--- src/rtl/vector_alu_sequencer.sv ---
// vector_alu_sequencer: steps one vector ALU instruction through a shared scalar ALU,
// one lane per pass, holding each lane's operands for the op's latency and capturing
// the ALU result into that lane of vec_result.
// Optional feature macro: SKIP_DIV_ZERO_EN. When defined, DIV lanes with a zero divisor
// are not issued; they take one cycle, write all-ones and set the sticky div_zero output.
module vector_alu_sequencer #(
    parameter int unsigned LANES   = 4,
    parameter int unsigned DATA_W  = 8,
    parameter int unsigned MUL_LAT = 2,
    parameter int unsigned DIV_LAT = 4,
    localparam int unsigned LaneW  = (LANES > 1) ? $clog2(LANES) : 1
) (
    input  logic                      clk,
    input  logic                      rst,
    input  logic                      start,
    input  logic [2:0]                alu_ctrl,
    input  logic [LANES*DATA_W-1:0]   vec_a,
    input  logic [LANES*DATA_W-1:0]   vec_b,
    output logic [DATA_W-1:0]         alu_a,
    output logic [DATA_W-1:0]         alu_b,
    output logic [2:0]                alu_ctrl_o,
    output logic                      alu_valid,
    input  logic [DATA_W-1:0]         alu_result,
    output logic                      busy,
    output logic                      done,
    output logic [LANES*DATA_W-1:0]   vec_result,
    output logic                      bad_op,
    output logic [LaneW-1:0]          lane_idx
`ifdef SKIP_DIV_ZERO_EN
    ,
    output logic                      div_zero
`endif
);

    localparam int unsigned MaxLat = (MUL_LAT > DIV_LAT) ? MUL_LAT : DIV_LAT;
    // Counter only needs to reach L-1 within an element.
    localparam int unsigned CntW   = (MaxLat > 1) ? $clog2(MaxLat) : 1;

    localparam logic [2:0] OpAdd = 3'b000;
    localparam logic [2:0] OpSub = 3'b001;
    localparam logic [2:0] OpMul = 3'b011;
    localparam logic [2:0] OpDiv = 3'b100;
    localparam logic [2:0] OpCmp = 3'b101;

    typedef enum logic [1:0] {StIdle, StExec, StDone} state_e;

    state_e                    state_q, state_d;
    logic [LANES*DATA_W-1:0]   vec_a_q, vec_a_d;
    logic [LANES*DATA_W-1:0]   vec_b_q, vec_b_d;
    logic [2:0]                op_q, op_d;
    logic [LaneW-1:0]          lane_q, lane_d;
    logic [CntW-1:0]           cnt_q, cnt_d;
    logic [LANES*DATA_W-1:0]   vec_result_q, vec_result_d;
    logic                      bad_op_q, bad_op_d;
`ifdef SKIP_DIV_ZERO_EN
    logic                      div_zero_q, div_zero_d;
`endif

    logic                      op_supported;
    logic [CntW-1:0]           lat_m1;
    logic [DATA_W-1:0]         lane_a;
    logic [DATA_W-1:0]         lane_b;
    logic                      skip_lane;
    logic                      elem_last;

    // Decode whether the incoming op code has a datapath in the scalar ALU.
    always_comb begin
        op_supported = 1'b0;
        case (alu_ctrl)
            OpAdd, OpSub, OpMul, OpDiv, OpCmp: op_supported = 1'b1;
            default:                           op_supported = 1'b0;
        endcase
    end

    // Current lane operands, per-op latency and end-of-element detection.
    always_comb begin
        lane_a = vec_a_q[lane_q*DATA_W +: DATA_W];
        lane_b = vec_b_q[lane_q*DATA_W +: DATA_W];
        lat_m1 = '0;
        case (op_q)
            OpMul:   lat_m1 = CntW'(MUL_LAT - 1);
            OpDiv:   lat_m1 = CntW'(DIV_LAT - 1);
            default: lat_m1 = '0;
        endcase
        skip_lane = 1'b0;
`ifdef SKIP_DIV_ZERO_EN
        skip_lane = (op_q == OpDiv) && (lane_b == '0);
`endif
        elem_last = skip_lane || (cnt_q == lat_m1);
    end

    // Next-state logic for the IDLE -> EXEC -> DONE sequence.
    always_comb begin
        state_d      = state_q;
        vec_a_d      = vec_a_q;
        vec_b_d      = vec_b_q;
        op_d         = op_q;
        lane_d       = lane_q;
        cnt_d        = cnt_q;
        vec_result_d = vec_result_q;
        bad_op_d     = bad_op_q;
`ifdef SKIP_DIV_ZERO_EN
        div_zero_d   = div_zero_q;
`endif
        unique case (state_q)
            StIdle: begin
                if (start) begin
                    vec_a_d      = vec_a;
                    vec_b_d      = vec_b;
                    op_d         = alu_ctrl;
                    vec_result_d = '0;
                    lane_d       = '0;
                    cnt_d        = '0;
`ifdef SKIP_DIV_ZERO_EN
                    div_zero_d   = 1'b0;
`endif
                    if (op_supported) begin
                        state_d = StExec;
                    end else begin
                        state_d  = StDone;
                        bad_op_d = 1'b1;
                    end
                end
            end
            StExec: begin
                if (elem_last) begin
                    vec_result_d[lane_q*DATA_W +: DATA_W] = skip_lane ? '1 : alu_result;
                    cnt_d = '0;
`ifdef SKIP_DIV_ZERO_EN
                    if (skip_lane) begin
                        div_zero_d = 1'b1;
                    end
`endif
                    if (lane_q == LaneW'(LANES - 1)) begin
                        state_d = StDone;
                        lane_d  = '0;
                    end else begin
                        lane_d = lane_q + 1'b1;
                    end
                end else begin
                    cnt_d = cnt_q + 1'b1;
                end
            end
            StDone: begin
                state_d  = StIdle;
                bad_op_d = 1'b0;
            end
            default: begin
                state_d = StIdle;
            end
        endcase
    end

    // State and datapath registers; reset aborts any instruction in flight.
    always_ff @(posedge clk or posedge rst) begin
        if (rst) begin
            state_q      <= StIdle;
            vec_a_q      <= '0;
            vec_b_q      <= '0;
            op_q         <= '0;
            lane_q       <= '0;
            cnt_q        <= '0;
            vec_result_q <= '0;
            bad_op_q     <= 1'b0;
        end else begin
            state_q      <= state_d;
            vec_a_q      <= vec_a_d;
            vec_b_q      <= vec_b_d;
            op_q         <= op_d;
            lane_q       <= lane_d;
            cnt_q        <= cnt_d;
            vec_result_q <= vec_result_d;
            bad_op_q     <= bad_op_d;
        end
    end

`ifdef SKIP_DIV_ZERO_EN
    // Sticky zero-divisor flag, cleared by reset or the next accepted start.
    always_ff @(posedge clk or posedge rst) begin
        if (rst) begin
            div_zero_q <= 1'b0;
        end else begin
            div_zero_q <= div_zero_d;
        end
    end

    assign div_zero = div_zero_q;
`endif

    // Outputs decoded from state; ALU-facing buses are zero whenever nothing is issued.
    always_comb begin
        alu_valid  = (state_q == StExec) && !skip_lane;
        alu_a      = alu_valid ? lane_a : '0;
        alu_b      = alu_valid ? lane_b : '0;
        alu_ctrl_o = alu_valid ? op_q : 3'b000;
        busy       = (state_q == StExec);
        done       = (state_q == StDone);
        vec_result = vec_result_q;
        bad_op     = bad_op_q;
        lane_idx   = lane_q;
    end

endmodule
--- config.mk ---
export PLATFORM = sky130hd
export DESIGN_NAME = vector_alu_sequencer
export DESIGN_NICKNAME = d
export VERILOG_FILES = /design/src/rtl/vector_alu_sequencer.sv
export SDC_FILE = /design/constraint.sdc
export NUM_CORES = 1
export LEC_CHECK = 0
export ABC_AREA = 1
export CAP_MARGIN = 30
export CORE_AREA = 2 2 114 116
export DETAILED_ROUTE_END_ITERATION = 8
export DIE_AREA = 0 0 116 118
export PLACE_DENSITY = 0.83
export SETUP_SLACK_MARGIN = 0.5
export SLEW_MARGIN = 20
export SYNTH_ARGS = -nofsm -noshare
export SYNTH_HDL_FRONTEND = slang
export SYNTH_SLANG_ARGS = --single-unit
--- constraint.sdc ---
create_clock -name clk -period 3.5 [get_ports clk]
set_input_delay 0.525 -clock clk [delete_from_list [all_inputs] [get_ports clk]]
set_output_delay 0.525 -clock clk [all_outputs]
set_load 0.05 [all_outputs]
### Word-level counts from Yosys, hierarchy flattened

Cells that the tools add are included.

* input port bits: 78
* bits in registers: 106
* logic and storage cells: 62
* output and inout port bits: 57

* reductions and logical operators: 10
* $add $sub $neg: 3
* mux-type cells: 23
* shift operators: 4
* equal/unequal tests: 14

Operator list (count)
* 32-bit 2-to-1 mux: 2
* 32-bit case mux with 2 select lines: 1
* 32-bit by 6-bit variable part select with 8-bit output: 2
* 5-bit negator with 34-bit output: 1
* 8-bit by 34-bit variable shift with 32-bit output (first input constant): 1
* 8-bit by 34-bit variable part select with 32-bit output: 1
* 32-bit bitwise mux: 1
* 2-bit 2-to-1 mux: 8
* 8-bit 2-to-1 mux: 2
* 2-bit case mux with 2 select lines: 4
* 3-bit == test (second input constant): 3
* 3-bit AND reduction: 3
* 3-bit by 2-bit == test with 1-bit output (second input constant): 2
* 5-bit OR reduction: 1
* 2-bit by 1-bit adder with 2-bit output (second input constant): 2
* 2-bit == test (second input constant): 2
* 2-bit by 1-bit != test with 1-bit output (second input constant): 2
* 2-bit != test (second input constant): 2
* 2-bit AND reduction: 2
* 2-bit nonzero test: 2
* 3-bit by 1-bit == test with 1-bit output (second input constant): 1
* 3-bit logical NOT: 1
* 1-bit 2-to-1 mux: 3
* 3-bit 2-to-1 mux: 1
* other kinds (4): 4

### Logic depth before layout (Yosys ltp)

Gate-level depths: netlist of run 1.

* depth after elaboration: 6
* depth in mapped cells: 10
* mapped depth without buffers: 9

### Least setup slack after synthesis of run 1

OpenSTA, ideal clock, no wires.

* kind: reg2out
* start: register lane_q[0], in the netlist lane_idx[0]
* end: output alu_a[0]
* setup slack: 0.830 ns
* cell stages (with the launch flop): 5
* arrival: 2.145 ns
* required time: 2.975 ns
* buffers on the path: 2
* cells stage by stage: dfrtp_1 -> buf_2 -> buf_1 -> o211ai_1 -> a21oi_1

* cells in the longest elaborated chain, start to end: 2

RTL lines
* start: declaration: line 51 `logic [LaneW-1:0] lane_q, lane_d;`
* start signal: assignment: line 170 `lane_q <= lane_d;`
* 32-bit by 6-bit variable part select with 8-bit output: line 77 `lane_a = vec_a_q[lane_q*DATA_W +: DATA_W];`
* 8-bit 2-to-1 mux: line 193 `alu_a = alu_valid ? lane_a : '0;`
* end: declaration: line 19 `output logic [DATA_W-1:0] alu_a,`

Every way passes these cells.

### Worst setup path after layout of run 1

* start: register lane_q[0], in the netlist lane_idx[0]
* end: output lane_idx[0]

RTL lines
* end: declaration: line 28 `output logic [LaneW-1:0] lane_idx`

No word-level cell between the ends.

==> metrics.md, run 1 <==
| Metric | Value |
|---|---|
| Critical path type | `reg -> out` |
| # IOs | `approximately 140` |
| Critical Path Source | `lane_idx[0]` |
| Synthesized Nets | `653` |
| Number of synthesized register bits | `~110` |
| Fin Clk Skew | `about 0.0053 ns` |
| CP Data Arrival Time | `about 2.4 ns` |
| CP max FO | `39` |
| Worst Reg2Reg Path Length in Cells | `8` |
| Status | `completed` |
| Pleak | `3.34 nW` |
| Slew headroom | `roughly 57%` |
| Placed Cells | `843` |
| Most frequent cells in the layout | `123 x clkdlybuf4s50_1, 104 x dfrtp_1, 94 x nor2_1, 94 x nand2_1, 37 x mux2_4` |
| Final hold violation count | `0` |
| Final std cells w/o fill | `~860` |
| Antenna-violating nets left | `0` |
| Setup Slack @ Placement | `0.875 ns` |
| Synth cell types | `32` |
| Congestion Overflow GR | `0` |
| Critical Path Sink Type | `output pin` |
| H-tree depth | `3` |
| Syn Inst Count | `approximately 570` |
| Core area | `roughly 0.012 sq mm` |
| Ant diodes | `0` |
| Vias in the first global route | `roughly 4500` |
| Total Die Area | `between 0.01 and 0.015 sq mm` |
| Post-route design area | `about 0.0071 sq mm` |
| Clk slew on worst S/H paths | `about 0.070 ns` |
| Vias/cell | `between 5 and 6` |
| Worst Hold Class | `reg -> reg` |
| FF-to-FF Start | `lane_idx[0]` |
| Initial DRT Pass Iterations | `4` |
| Antenna violations before repair | `0` |
| CP startpoint kind | `register` |
| WL/cell | `15.3 microns` |
| Worst setup margin | `approximately 0.62 ns` |
| Synth area leader | `dfrtp_1` |
| PortBufs | `between 100 and 150` |
| Pins over their slew limit | `0` |
| CTS Root Cell | `clkbuf_16` |
| RR Endpoint | `vec_result[16]` |
| Pin count of the biggest net entering global routing | `~110` |
| Clock network fraction of total power | `15.8%` |
| Vias post-DR | `around 4400` |
| First-pass GRT wire length | `between 20 and 25 mm` |
| Seq/Total Area, Yosys | `around half` |
| Layout cells sized above 1 | `between 10% and 20%` |
| CTS tree | `done` |
| Initial Utilization | `between 40 and 50%` |
| Tmin final | `approximately 2.9 ns` |
| Commonest non-fill, non-tap cell in the layout | `clkdlybuf4s50_1` |
| Sink Count | `roughly 110` |
| Num CTS Buffers | `9` |
| Nets | `about 770` |
| WP data required | `2.97 ns` |
| Final TNS setup | `0 ns` |
| Initial DRC count | `between 200 and 300` |
| Reg power frac | `between 30% and 40%` |
| Mean Syn Cell Area | `a little under 10 sq um` |
| All-Layer GR Usage | `19.5%` |
| # fillers | `1063` |
| Top cell type's share of synthesized area | `48.4%` |
| Area after DPL | `between 0.006 and 0.007 sq mm` |
| Max cap viols | `0` |
| Die H | `between 100 and 150 microns` |
| Critical Path Sink | `lane_idx[0]` |
| Die W | `roughly 120 microns` |
| RSZ-0062 raised after global routing | `no` |
| Yosys warns | `0` |
| Synthesized area | `around 0.0055 sq mm` |
| Drt drc | `0` |
| Peak supply drop | `0.725 mV` |
| Max Buffers Root-to-Sink | `2` |
| Fmax | `between 300 and 400 MHz` |
| Period utilization | `between 80% and 90%` |
| Switching part of the total | `44.8%` |
| Synth area leaders | `dfrtp_1 48%, mux2_4 10%, nand2_1 6.4%` |
| Synth-to-Final Area Change | `30.4%` |
| Worst R2R Setup Slack | `roughly 0.85 ns` |
| Pwr/cell area | `910 mW/mm^2` |
| Comb power frac | `a little over half` |
| Routed WL | `roughly 13 mm` |
| Gpl congestion | `slightly below 0.9` |
| Final setup viols | `0` |
| Dpl hpwl | `9.33 mm` |
| Site row count | `41` |
| Clock latency on the worst-skew pair | `0.34 ns` |
| Pint | `around 3.6 mW` |
| Psw | `about 3 mW` |
| Actual slew at the worst max-slew pin | `0.645 ns` |
-- sequential cells by signal (all words and copies together) (netlist names) --
register / count
bad_op: 1
cnt_q: 2
lane_idx: 2
op_q: 3
state_q: 2
vec_a_q: 32
vec_b_q: 32
vec_result: 32
-- metal layers --
| metal | vias up | track usage (%) | share of wire (%) |
|---|---|---|---|
| li1 | 2109 | - | - |
| met1 | 2151 | 25.7 | 43 |
| met2 | 161 | 31.7 | 49 |
| met3 | 26 | 3.30 | 5.9 |
| met4 | 0 | 8.48 | 2.4 |
| met5 | - | 0 | 0 |
-- worst max-delay path, cell delays in order (launching register included) --
cell	delay [ns]
dfrtp_2	0.76
buf_4	0.36
clkdlybuf4s50_1	0.88
-- worst min path at each step --
stage / startpoint / to / slack [ns] / depth (start not counted)
finish: vec_result[28] / vec_result[28] / 0.48 / 2
global route: vec_result[27] / vec_result[27] / 0.49 / 2
CTS: vec_result[27] / vec_result[27] / 0.48 / 2
detailed placement: vec_result[27] / vec_result[27] / 0.46 / 2
global placement: vec_result[27] / vec_result[27] / 0.46 / 2
floorplan: cnt_q[1] / cnt_q[1] / 0.46 / 2
-- power by group through the flow --
stage	clock network [mW]	registers, mW	logic (mW)
finish	1.03	2.03	3.45
detailed placement	0	2.03	3.45
global route	1.09	2.08	3.72
floorplan	0	2.08	2.61
global placement	0	2.01	3.35
CTS	1.05	2.02	3.45
-- repair_timing --
action / 4_1_cts / 5_1_grt
resized for setup: 0 / 1
endpoints found under the setup margin: 0 / 3
hold buffers: 0 / 0
setup buffers: 0 / 0
-- cell usage after synthesis, drive strengths merged --
| cell | count |
|---|---|
| ha | 6 |
| nor3 | 2 |
| mux2 | 51 |
| or2 | 4 |
| dfrtp | 106 |
| o21ai | 32 |
| o22ai | 1 |
| a21oi | 39 |
| nand4 | 34 |
| o211ai | 5 |
| nand3 | 21 |
| nor2 | 96 |
| inv | 38 |
| clkbuf | 7 |
| nand2 | 98 |
| buf | 29 |
-- kinds of logic after synthesis --
group                      after synthesis  synth area share, %
and+or+nand+nor                        255                 21.6
DFF                                    106                 48.4
AOI/OAI and AO/OA                       77                 7.97
buffers and inverters                   74                 7.58
muxes                                   51                 13.0
adders and majority gates                6                 1.37
-- stage by stage --
step / hold slack [ns] / power, mW / util (%)
final: 0.477 / 6.50 / 57.5
after global routing: 0.489 / 6.89 / 57.5
after CTS: 0.478 / 6.52 / 57.5
after detailed placement: 0.461 / 5.48 / 55.1
after global placement: 0.457 / 5.36 / 55.1
after floorplan: 0.462 / 4.69 / -
-- cell type report --
class                           instances  area [sq um]  share of cell area (%)
Multi-Input combinational cell        389          2410                    33.8
Tap cell                              172           215                    3.01
Clock buffer                           11           253                    3.54
Inverter                               38           149                    2.08
Sequential cell                       106          2660                    37.2
Timing Repair Buffer                  138          1410                    19.7
Clock inverter                          4          51.3                   0.718
(Power assumes the default switching activity.)
==> run 2: changes to the inputs <==
Clock period 3.5 ns to 2.6 ns, I/O delays scaled along.
==> run 2 against run 1 <==
Net effect: sequential share of layout area shrank 2.2 points; final cell count grew 2.0%; largest cell class unchanged; highest routed layer unchanged; first-iteration DRC count shrank 22%; combinational power grew 57%; total power grew 47%; clock-buffer cell count shrank 1; largest power group unchanged.
==> metrics.md, run 2 (synthesis gave the netlist of run 1 again) <==
| Metric | Value |
|---|---|
| Critical path type | `reg -> out` |
| Initial Utilization | `between 40 and 50%` |
| Drt drc | `0` |
| Actual slew at the worst max-slew pin | `roughly 0.61 ns` |
| Dpl hpwl | `between 9 and 10 mm` |
| Ant diodes | `0` |
| Site row count | `41` |
| Sink Count | `106` |
| Final hold violation count | `0` |
| Worst Hold Class | `reg -> reg` |
| Most frequent cells in the layout | `110 x clkdlybuf4s50_1, 104 x dfrtp_1, 93 x nor2_1, 93 x nand2_1, 37 x mux2_4` |
| Worst Reg2Reg Path Length in Cells | `9` |
| Commonest non-fill, non-tap cell in the layout | `clkdlybuf4s50_1` |
| Num CTS Buffers | `9` |
| Worst R2R Setup Slack | `a little under 0.7 ns` |
| Antenna violations before repair | `0` |
| CP startpoint kind | `register` |
| Pin count of the biggest net entering global routing | `between 100 and 150` |
| Status | `completed` |
| Final setup viols | `0` |
| CP Data Arrival Time | `between 1.5 and 2 ns` |
| Fmax | `475 MHz` |
| # IOs | `135` |
| Max Buffers Root-to-Sink | `2` |
| Clock latency on the worst-skew pair | `about 0.34 ns` |
| Vias in the first global route | `4548` |
| Vias/cell | `approximately 5.1` |
| Peak supply drop | `0.783 mV` |
| Layout cells sized above 1 | `about a quarter` |
| First-pass GRT wire length | `about 22 mm` |
| Nets | `roughly 780` |
| WP data required | `between 2 and 2.5 ns` |
| Pleak | `between 3 and 4 nW` |
| Total Die Area | `0.0137 sq mm` |
| Period utilization | `between 80% and 90%` |
| CP max FO | `12` |
| Core area | `0.0124 sq mm` |
| Slew headroom | `around 60%` |
| Die H | `around 120 microns` |
| Congestion Overflow GR | `0` |
| Synth-to-Final Area Change | `38.8%` |
| CTS Root Cell | `clkbuf_16` |
| Max cap viols | `0` |
| WL/cell | `about 15 microns` |
| Tmin final | `2.11 ns` |
| Antenna-violating nets left | `0` |
| Vias post-DR | `roughly 4500` |
| Hold path depth | `2` |
| Reg area | `around 0.0027 sq mm` |
| Clk slew on worst S/H paths | `0.07 ns` |
| Gpl congestion | `roughly 0.87` |
| Count of hold-fix buffers inserted at cts | `0` |
| Pwr/cell area | `1260 mW/mm^2` |
| PortBufs | `134` |
| Multi-input gate area | `0.00256 sq mm` |
| Critical Path Sink Type | `output pin` |
| RSZ-0062 raised after global routing | `yes` |
| Pins over their slew limit | `0` |
| # fillers | `1006` |
| H-tree depth | `3` |
| CTS tree | `done` |
| Final TNS setup | `0 ns` |
| All-Layer GR Usage | `approximately a fifth` |
| Die W | `approximately 120 microns` |
| Initial DRT Pass Iterations | `5` |
| Initial DRC count | `210` |
| Fin Clk Skew | `0.00701 ns` |
| Routed WL | `roughly 13 mm` |
| Pwr Total | `~9.6 mW` |
run 2: cell count changes in the layout (fill, tap and decap cells not counted), sizes merged:
cell,change
buf,+24
bufbuf,+1
bufinv,+1
clkbuf,+2
clkdlybuf4s15,+1
clkdlybuf4s50,-13
clkinv,-2
clkinvlp,+1
dlygate4sd2,+2
run 2: worst paths after layout:
| path | from | end |
|---|---|---|
| min in group asynchronous | rst | vec_result[7] |
| worst max-delay path | lane_idx[0] | alu_a[2] |
| max in group asynchronous | rst | lane_idx[0] |
| worst min register to register | vec_result[20] | vec_result[20] |
| worst max register to register | lane_idx[1] | vec_result[23] |
| worst min-delay path | vec_result[20] | vec_result[20] |
run 2: stage by stage:
stage,hold WS [ns],cell area [sq um],cells,utilization [%],worst slack (ns)
floorplan,0.462,5570,569,-,0.508
global placement,0.456,6980,847,56.2,0.597
detailed placement,0.459,6980,847,56.2,0.522
CTS,0.477,7460,869,60.1,0.444
global route,0.497,7600,875,61.2,0.439
finish,0.473,7600,875,61.2,0.494
run 2: area by class of cell:
class                      count  area share (%)
sequential                   106            34.9
multi-input combinational    389            33.7
timing repair buffer         156            22.4
clock buffer                  10            3.14
tap                          172            2.83
inverter                      38            2.01
clock inverter                 4            1.00
run 2: per-layer routing:
layer	up-vias	track usage [%]	share of wire (%)
met2	172	33.7	51
li1	2143	-	-
met4	0	6.25	1.7
met5	-	0	0
met1	2140	26.3	42
met3	23	3.24	5.4
run 2: worst max-delay path: stages (launching register included):
cell and delay (ns):
dfrtp_2 0.45, buf_12 0.16, bufbuf_16 0.28, o211ai_1 0.21
a21oi_2 0.11, buf_12 0.16
run 2: timing repair:
action	4_1_cts	5_1_grt
resized for setup	22	43
setup endpoints to repair	23	56
buffers inserted	5	5
gates cloned	3	1
pin swaps	3	12
run 2: power breakdown:
part / internal (mW) / switching, mW
sequential: 2.27 / 0.394
combinational: 2.23 / 3.18
clock: 0.864 / 0.608
total: 5.37 / 4.18
